**src/rtl/wb_pipe.sv**
```systemverilog
// wb_pipe: MEM/WB back end of the integer pipeline.
// Registers EX results through MEM and WB, runs the load handshake with the
// data memory, drives the register-file write port and publishes the MEM/WB
// contents as forwarding sources.
// Optional feature: define WB_FWD_EN to build the WB-stage forward outputs;
// otherwise fwd_wb_* are tied to 0 and the register file must write through.
module wb_pipe #(
  parameter int DST_W  = 5,
  parameter int DATA_W = 32
) (
  input  logic              clk,
  input  logic              rst,
  input  logic              ex_valid,
  input  logic [DATA_W-1:0] ex_result,
  input  logic [DST_W-1:0]  ex_dst,
  input  logic              ex_wb_ctrl,
  input  logic              ex_is_load,
  output logic              mem_req,
  output logic [DATA_W-1:0] mem_addr,
  input  logic [DATA_W-1:0] mem_rdata,
  input  logic              mem_ready,
  output logic              stall,
  output logic              fwd_mem_valid,
  output logic [DST_W-1:0]  fwd_mem_dst,
  output logic [DATA_W-1:0] fwd_mem_data,
  output logic              fwd_mem_pending,
  output logic              fwd_wb_valid,
  output logic [DST_W-1:0]  fwd_wb_dst,
  output logic [DATA_W-1:0] fwd_wb_data,
  output logic              rf_we,
  output logic [DST_W-1:0]  rf_waddr,
  output logic [DATA_W-1:0] rf_wdata
);

  typedef enum logic [1:0] {
    S_IDLE = 2'd0,
    S_REQ  = 2'd1,
    S_WAIT = 2'd2
  } load_state_t;

  load_state_t state, state_next;

  // MEM stage contents
  logic              mem_valid;
  logic [DATA_W-1:0] mem_result;
  logic [DST_W-1:0]  mem_dst;
  logic              mem_wb_ctrl;
  logic              mem_is_load;

  // WB stage contents
  logic              wb_we;
  logic [DST_W-1:0]  wb_dst;
  logic [DATA_W-1:0] wb_data;

  logic load_busy;
  logic capture;
  logic mem_we;
  logic advance;

  // A load is outstanding in REQ or WAIT; ready in that cycle releases the
  // front end at once so a zero-wait load costs no bubble.
  assign load_busy = (state != S_IDLE);
  assign stall     = load_busy && !mem_ready;
  assign capture   = ex_valid && !stall;
  // Writes to r0 are architecturally discarded.
  assign mem_we    = mem_wb_ctrl && (mem_dst != '0);
  // A MEM entry moves to WB whenever the pipe is not frozen; for a load this
  // is exactly the mem_ready cycle.
  assign advance   = mem_valid && !stall;

  // Load FSM state register
  always_ff @(posedge clk) begin
    // NOTE: sequential state uses non-blocking assignments so every register
    // samples pre-edge values regardless of block ordering.
    if (rst) state <= S_IDLE;
    else     state <= state_next;
  end

  // Load FSM next-state and memory request outputs
  always_comb begin
    // NOTE: every output of this block gets a default first, so no path can
    // leave a value unassigned and infer a latch.
    state_next = state;
    mem_req    = 1'b0;
    mem_addr   = '0;
    case (state)
      S_IDLE: begin
        if (capture && ex_is_load) state_next = S_REQ;
      end
      S_REQ, S_WAIT: begin
        mem_req  = (state == S_REQ);
        mem_addr = mem_result;
        if (mem_ready) state_next = (capture && ex_is_load) ? S_REQ : S_IDLE;
        else           state_next = S_WAIT;
      end
      default: state_next = S_IDLE;
    endcase
  end

  // MEM stage: capture EX unless frozen by an outstanding load
  always_ff @(posedge clk) begin
    // NOTE: the datapath registers are reset as well because every output,
    // including the forward data buses, must read 0 out of reset.
    if (rst) begin
      mem_valid   <= 1'b0;
      mem_result  <= '0;
      mem_dst     <= '0;
      mem_wb_ctrl <= 1'b0;
      mem_is_load <= 1'b0;
    end else if (!stall) begin
      mem_valid <= ex_valid;
      if (ex_valid) begin
        mem_result  <= ex_result;
        mem_dst     <= ex_dst;
        mem_wb_ctrl <= ex_wb_ctrl;
        mem_is_load <= ex_is_load;
      end
    end
  end

  // WB stage: one register-file write per cycle, bubble while frozen
  always_ff @(posedge clk) begin
    if (rst) begin
      wb_we   <= 1'b0;
      wb_dst  <= '0;
      wb_data <= '0;
    end else begin
      wb_we <= advance && mem_we;
      if (advance) begin
        wb_dst  <= mem_dst;
        wb_data <= mem_is_load ? mem_rdata : mem_result;
      end
    end
  end

  assign fwd_mem_valid   = mem_valid && !mem_is_load && mem_we;
  assign fwd_mem_pending = mem_valid &&  mem_is_load && mem_we;
  assign fwd_mem_dst     = mem_dst;
  assign fwd_mem_data    = mem_result;

  assign rf_we    = wb_we;
  assign rf_waddr = wb_dst;
  assign rf_wdata = wb_data;

`ifdef WB_FWD_EN
  assign fwd_wb_valid = wb_we;
  assign fwd_wb_dst   = wb_dst;
  assign fwd_wb_data  = wb_data;
`else
  assign fwd_wb_valid = 1'b0;
  assign fwd_wb_dst   = '0;
  assign fwd_wb_data  = '0;
`endif

endmodule

```
**config.mk**
```make
export PLATFORM = sky130hd
export DESIGN_NAME = wb_pipe
export DESIGN_NICKNAME = d
export VERILOG_FILES = /design/src/rtl/wb_pipe.sv
export SDC_FILE = /design/constraint.sdc
export NUM_CORES = 1
export LEC_CHECK = 0
export CELL_PAD_IN_SITES_DETAIL_PLACEMENT = 1
export CELL_PAD_IN_SITES_GLOBAL_PLACEMENT = 2
export CORE_MARGIN = 2
export CORE_UTILIZATION = 17
export CTS_CLUSTER_DIAMETER = 100
export DETAILED_ROUTE_END_ITERATION = 8
export GPL_TIMING_DRIVEN = 1
export PLACE_DENSITY_LB_ADDON = 0.1
export SYNTH_ARGS = -nofsm -noshare
export SYNTH_HDL_FRONTEND = slang
export SYNTH_SLANG_ARGS = --single-unit
```
**constraint.sdc**
```tcl
create_clock -name clk -period 1.6 [get_ports clk]
set_input_delay 0.32 -clock clk [delete_from_list [all_inputs] [get_ports clk]]
set_output_delay 0.32 -clock clk [all_outputs]
set_load 0.01 [all_outputs]
```
# [Word level (Yosys, flattened, before mapping)]
# Index checks and enable logic that the tools add are counted.
[word_totals] romBits=0 out_inout_bits=149 ff_bits=80 latch_bits=0 ram_bits=0 n_memories=0
[op_classes] bitwise_logic=1 n_eq_ne=3 mul=0 mux=7 n_shift=0 div_mod_pow=0 n_addsub=0 reduce_logical=18 order_cmp=0
[op_table] operator="$mux 32" n=2
[op_table] operator="$logic_and 1x1->1" n=10
[op_table] operator="$reduce_bool 5->1" n=1
[op_table] operator="$mux 2" n=2
[op_table] operator="$pmux 2 s2" n=1
[op_table] operator="$logic_not 1->1" n=3
[op_table] operator="$eq 2x1->1 const B" n=1
[op_table] operator="$eq 2x2->1 const B" n=1
[op_table] operator="$logic_not 2->1" n=1
[op_table] operator="$mux 1" n=2
[op_table] operator="$ne 2x2->1 const B" n=1
[op_table] operator="$reduce_and 2->1" n=1
[op_table] operator="$reduce_bool 2->1" n=1
[op_table] operator="$reduce_or 2->1" n=1
[op_table] operator="$not 1->1" n=1

# [Logic depth before layout (Yosys ltp)]
[logic_depth] ltp_word=8 ltp_mapped=7 mapped_depth_nobuf=5

# [Worst setup path after synthesis]
# OpenSTA, ideal clock, no wires.
[synth_path] path_type="flip-flop to flip-flop" start="reg state[0]" end="reg wb_data[10] (netlist: rf_wdata[10])" arrival_time_ps=1467 required_ps=1481 path_buffers=2 stages_incl_launch_ff=8 synth_period_minus_slack_ps=1586 path_slack_ps=14 path_cell_list="dfxtp_1 -> inv_1 -> ha_1 -> nor2_1 -> or3b_1 -> clkbuf_1 -> buf_2 -> o2bb2ai_1"
[synth_between] elab_chain_len=4
[synth_lines] element="from (decl)" line_no="41" source="load_state_t state, state_next;"
[synth_lines] element="from (signal assigned)" line_no="76" source="else state <= state_next;"
[synth_lines] element="$reduce_bool 2->1" line_no="62" source="assign load_busy = (state != S_IDLE);"
[synth_lines] element="$logic_and 1x1->1" line_no="63" source="assign stall = load_busy && !mem_ready;"
[synth_lines] element="via stall" line_no="22" source="output logic stall,"
[synth_lines] element="$logic_not 1->1"
[synth_lines] element="$logic_and 1x1->1" line_no="69" source="assign advance = mem_valid && !stall;"
[synth_lines] element="to (signal assigned)" line_no="131" source="wb_data <= mem_is_load ? mem_rdata : mem_result;"
[synth_lines] element="to (decl)" line_no="53" source="logic [DATA_W-1:0] wb_data;"
# The timed path passes the listed nets, and every way through them passes these cells.
# A chain may end at the register's enable or synchronous reset.

# [Worst setup path in the final report]
[layout_path] start="reg mem_dst[0] (netlist: fwd_mem_dst[0])" end="out fwd_mem_valid"
[layout_between] elab_chain_len=3
[layout_lines] element="from (decl)" line_no="46" source="logic [DST_W-1:0] mem_dst;"
[layout_lines] element="from (signal assigned)" line_no="114" source="mem_dst <= ex_dst;"
[layout_lines] element="$reduce_bool 5->1" line_no="66" source="assign mem_we = mem_wb_ctrl && (mem_dst != '0);"
[layout_lines] element="$logic_and 1x1->1" line_no="66"
[layout_lines] element="$logic_and 1x1->1" line_no="136" source="assign fwd_mem_valid = mem_valid && !mem_is_load && mem_we;"
[layout_lines] element="to (decl)" line_no="23" source="output logic fwd_mem_valid,"
# No other way between the ends.

==> results by group <==
Status
  – Status: finished, violations left
  – Violations in the final reports: setup timing

GRT
  – Total overflow reported by the global router: 0
  – Met1 global-route usage: between 15 and 20%
  – Busiest layer in global routing: met2
  – Aggregate global-route resource usage: a little over an eighth
  – Global routing met2 resource utilization: 23.2%
  – Antenna violations before repair: 0
  – Maximum number of pins on one net before global-route repair: 23
  – Met3 global-route usage: around 2.5%
  – Wire length of the first global-routing pass: between 20,000 and 25,000 um
  – Vias in the first global route: between 3,000 and 4,000

Finish
  – Sequential standard cell area: between 0.0015 and 0.002 mm2
  – Multi-input combinational cell area: 0.00182 mm2
  – Post-Layout Cell Count: 895
  – Final antenna diode count: 0
  – Area grow syn2layout: 84.2%
  – Number of fillers in the final layout: between 2,000 and 2,500
  – Share of post-route cells with drive strength above 1: about 25%
  – Net total in the final layout: between 600 and 700

STA
  – Worst-case hold slack: 0.401 ns
  – Count of endpoints failing hold in the final timing report: 0
  – Fin. max-slew vios: 0
  – Skew final: 0.00648 ns
  – Setup repair after global routing missed its margin: true
  – Tcrit/Tclk final: 127%
  – Final worst setup slack: -0.438 ns
  – Setup violations, final: 36
  – Setup TNS: -9.23 ns
  – Min Tclk post-route: a little over 2 ns
  – Timing-limited maximum frequency: 491 MHz

Clock network
  – Clock buffers created by TritonCTS: 9
  – Cell chosen for the clock root: clkbuf_16
  – Clock transition at the registers of the reported paths: 0.06 ns
  – Clock tree buffer depth: 2
  – H-tree lvl count: 3
  – Insertion delay to the later sink of the worst-skew pair: between 0.3 and 0.4 ns
  – TritonCTS Sinks: 80
  – TritonCTS clock tree: yes

Detailed routing
  – Via density: about 4.0
  – Drt drc: 0
  – Post-DR wirelength/cell: between 15 and 20 um
  – Post-detailed-route count of antenna-violating nets: 0
  – Count of TritonRoute iterations in the first routing pass: 3
  – Routed WL: about 15,000 um
  – DRC marker count from the first detailed-route iteration: 44
  – Number of vias in the routed layout: around 3,500

Pwr
  – IR Drop Worst-Case VDD: 0.405 mV
  – Static leakage power: between 0.002 and 0.003 uW
  – Power per Cell Area: 830 mW/mm2

Critical path
  – Startpoint of the most critical setup path: fwd_mem_dst[0]$_SDFFE_PP0N_
  – CP startpoint kind: register
  – Critical-path cell list: or4_4, o211ai_1, buf_4, nor2_4, buf_6
  – Endpoint class of the critical path: output port
  – Max Fanout on Critical Path: 2
  – RR Startpoint: state[0]$_SDFFE_PP0P_
  – Buffers & Inverters on Critical Path: 2
  – Largest stage delay on the critical path: 0.52 ns
  – Setup CP Type: register to output port
  – CP max stage cell: or4_4
  – Data arrival time of the critical path: 1.72 ns
  – Req. time, crit path: roughly 1.3 ns
  – Cell family with most CP delay: simple AND/OR/NAND/NOR gates

Floorplanning
  – Starting utilization of the core area: approximately 17%
  – Placeable Area: roughly 0.02 mm2
  – Total die area: 0.0219 mm2
  – Number of ports placed on the die boundary: about 220
  – X dimension of the die: between 100 and 150 um
  – Number of rows created at floorplan: 52
  – Vertical die dimension: approximately 150 um

Place
  – Total instance count after detailed placement: between 800 and 900
  – Buffers on Ports: approximately 190
  – GPL Wtd Cong: between 0.7 and 0.8
  – Half-perimeter wire length after detailed placement: around 10,000 um

Yosys
  – Count of warnings emitted by yosys: 0
  – Number of standard cells after synthesis: between 400 and 500
  – Cell type contributing the most total cell area after synthesis: dfxtp_1
  – Register area share after synthesis: between 40% and 50%
  – Flops & latches, synth: 80
  – Post-synthesis area per instance: between 8 and 9 um2
  – Leading cell types by total area after synthesis: dfxtp_1 45%, nand2_1 9.7%, mux2i_1 9.1%, buf_4 8.1%, o2bb2ai_1 7.9%
  – Top cell type's share of synthesized area: between 40% and 50%
  – Count of distinct cell types in the synthesized netlist: 23
  – Summed instance area of the synthesized netlist: ~0.0035 mm2

Worst hold path
  – Type of the most critical hold path: input pin to register
  – Origin of the worst min-delay path: rst

Flow run
  – # Max-Cap Violations: 0
[state kept, by name, summed over array words and instances (netlist names)]
name,flops
fwd_mem_data,32
mem_is_load,1
mem_valid,1
state,2
mem_wb_ctrl,1
rf_waddr,5
fwd_mem_dst,5
rf_wdata,32
rf_we,1
[worst reg2reg max path: cells and delay by family (launching register included)]
| kind | cells | cell delay [ns] |
|---|---|---|
| DFF | 1 | 0.34 |
| AOI/OAI and AO/OA | 1 | 0.14 |
| adders and majority gates | 1 | 0.31 |
| buffers and inverters | 4 | 0.41 |
| and+or+nand+nor | 1 | 0.37 |
[routing by layer]
metal  vias to the layer above  part of all wire (%)
li1                       1722                     -
met4                         0                   1.6
met3                        14                   4.5
met5                         -                     0
met1                      1696                    44
met2                       113                    50
[power by group]
part | switching, uW | internal (uW)
clock network | 886 | 1200
logic | 511 | 622
registers | 80.2 | 2090
[stage by stage]
stage / setup slack (ns) / power, uW / area, um2 / utilization, %
detailed placement: -0.443 / 3240 / 5830 / 28.7
global placement: -0.441 / 3220 / 5830 / 28.7
CTS: -0.460 / 5500 / 6410 / 31.6
finish: -0.438 / 5390 / 6500 / 32.0
floorplan: 0.0142 / 2650 / 3670 / -
global route: -0.539 / 5670 / 6500 / 32.0
[cell families after synthesis]
kind of cell             synth area share (%)
multiplexers                             9.08
flip-flops                               45.4
other                                   0.106
AO/OA/AOI/OAI                            15.9
adder cells (fa/ha/maj)                  1.06
AND/OR/NAND/NOR                          16.9
buffers and inverters                    11.6
[cell type report]
cell class                 count  area share [%]
clock buffer                  10            3.52
clock inverter                 6           0.924
inverter                       3           0.173
multi-input combinational    292            28.0
sequential                    80            24.8
tap                          270            5.20
timing repair buffer         234            37.4
[synth_stat cells]
library cell,instances
o2bb2ai_1,32
inv_1,3
or4_1,1
dfxtp_1,80
nor3_1,1
or3b_1,1
clkbuf_1,18
buf_2,8
or3_1,1
conb_1,1
nand2_1,91
ha_1,3
nor2_1,5
buf_4,38
buf_1,1
o21a_1,2
and2_1,32
o21ai_0,2
a21boi_0,1
a21oi_1,48
mux2i_1,32
or3b_2,1
o211ai_1,1
[path summary, 6_finish.rpt]
path                                 end  depth (start not counted)  slack, ns
min          fwd_mem_dst[3]$_SDFFE_PP0N_                          3       0.40
max reg2reg        state[1]$_SDFFE_PP0P_                          7      -0.04
max                        fwd_mem_valid                          5      -0.44
min reg2reg     rf_waddr[2]$_SDFFE_PP0P_                          2       0.46
[repair_timing]
item | in CTS | in global routing
resized for setup | 261 | 35
hold buffers | 0 | 0
pin swaps | 13 | 6
cloned | 4 | 0
endpoints found under the setup margin | 73 | 47
setup buffers | 12 | 2
[cell usage in the layout, fill, tap and decap left out, types with 2 or more instances in the layout]
cell | netlist | routed
clkdlybuf4s50_1 | 0 | 105
nand2_1 | 91 | 91
dfxtp_1 | 80 | 71
a21oi_1 | 48 | 45
conb_1 | 1 | 38
buf_6 | 0 | 38
dlygate4sd2_1 | 0 | 33
and2_4 | 0 | 32
mux2i_1 | 32 | 32
o2bb2ai_1 | 32 | 32
buf_4 | 38 | 31
dlymetal6s2s_1 | 0 | 10
clkbuf_16 | 0 | 9
dfxtp_2 | 0 | 9
buf_12 | 0 | 9
buf_8 | 0 | 4
a21oi_2 | 0 | 3
clkinv_2 | 0 | 3
nor2_2 | 0 | 2
inv_2 | 0 | 2
nor2_4 | 0 | 2
ha_4 | 0 | 2
clkinvlp_4 | 0 | 2
buf_16 | 0 | 2
buf_2 | 8 | 2
(Power assumes the default switching activity.)
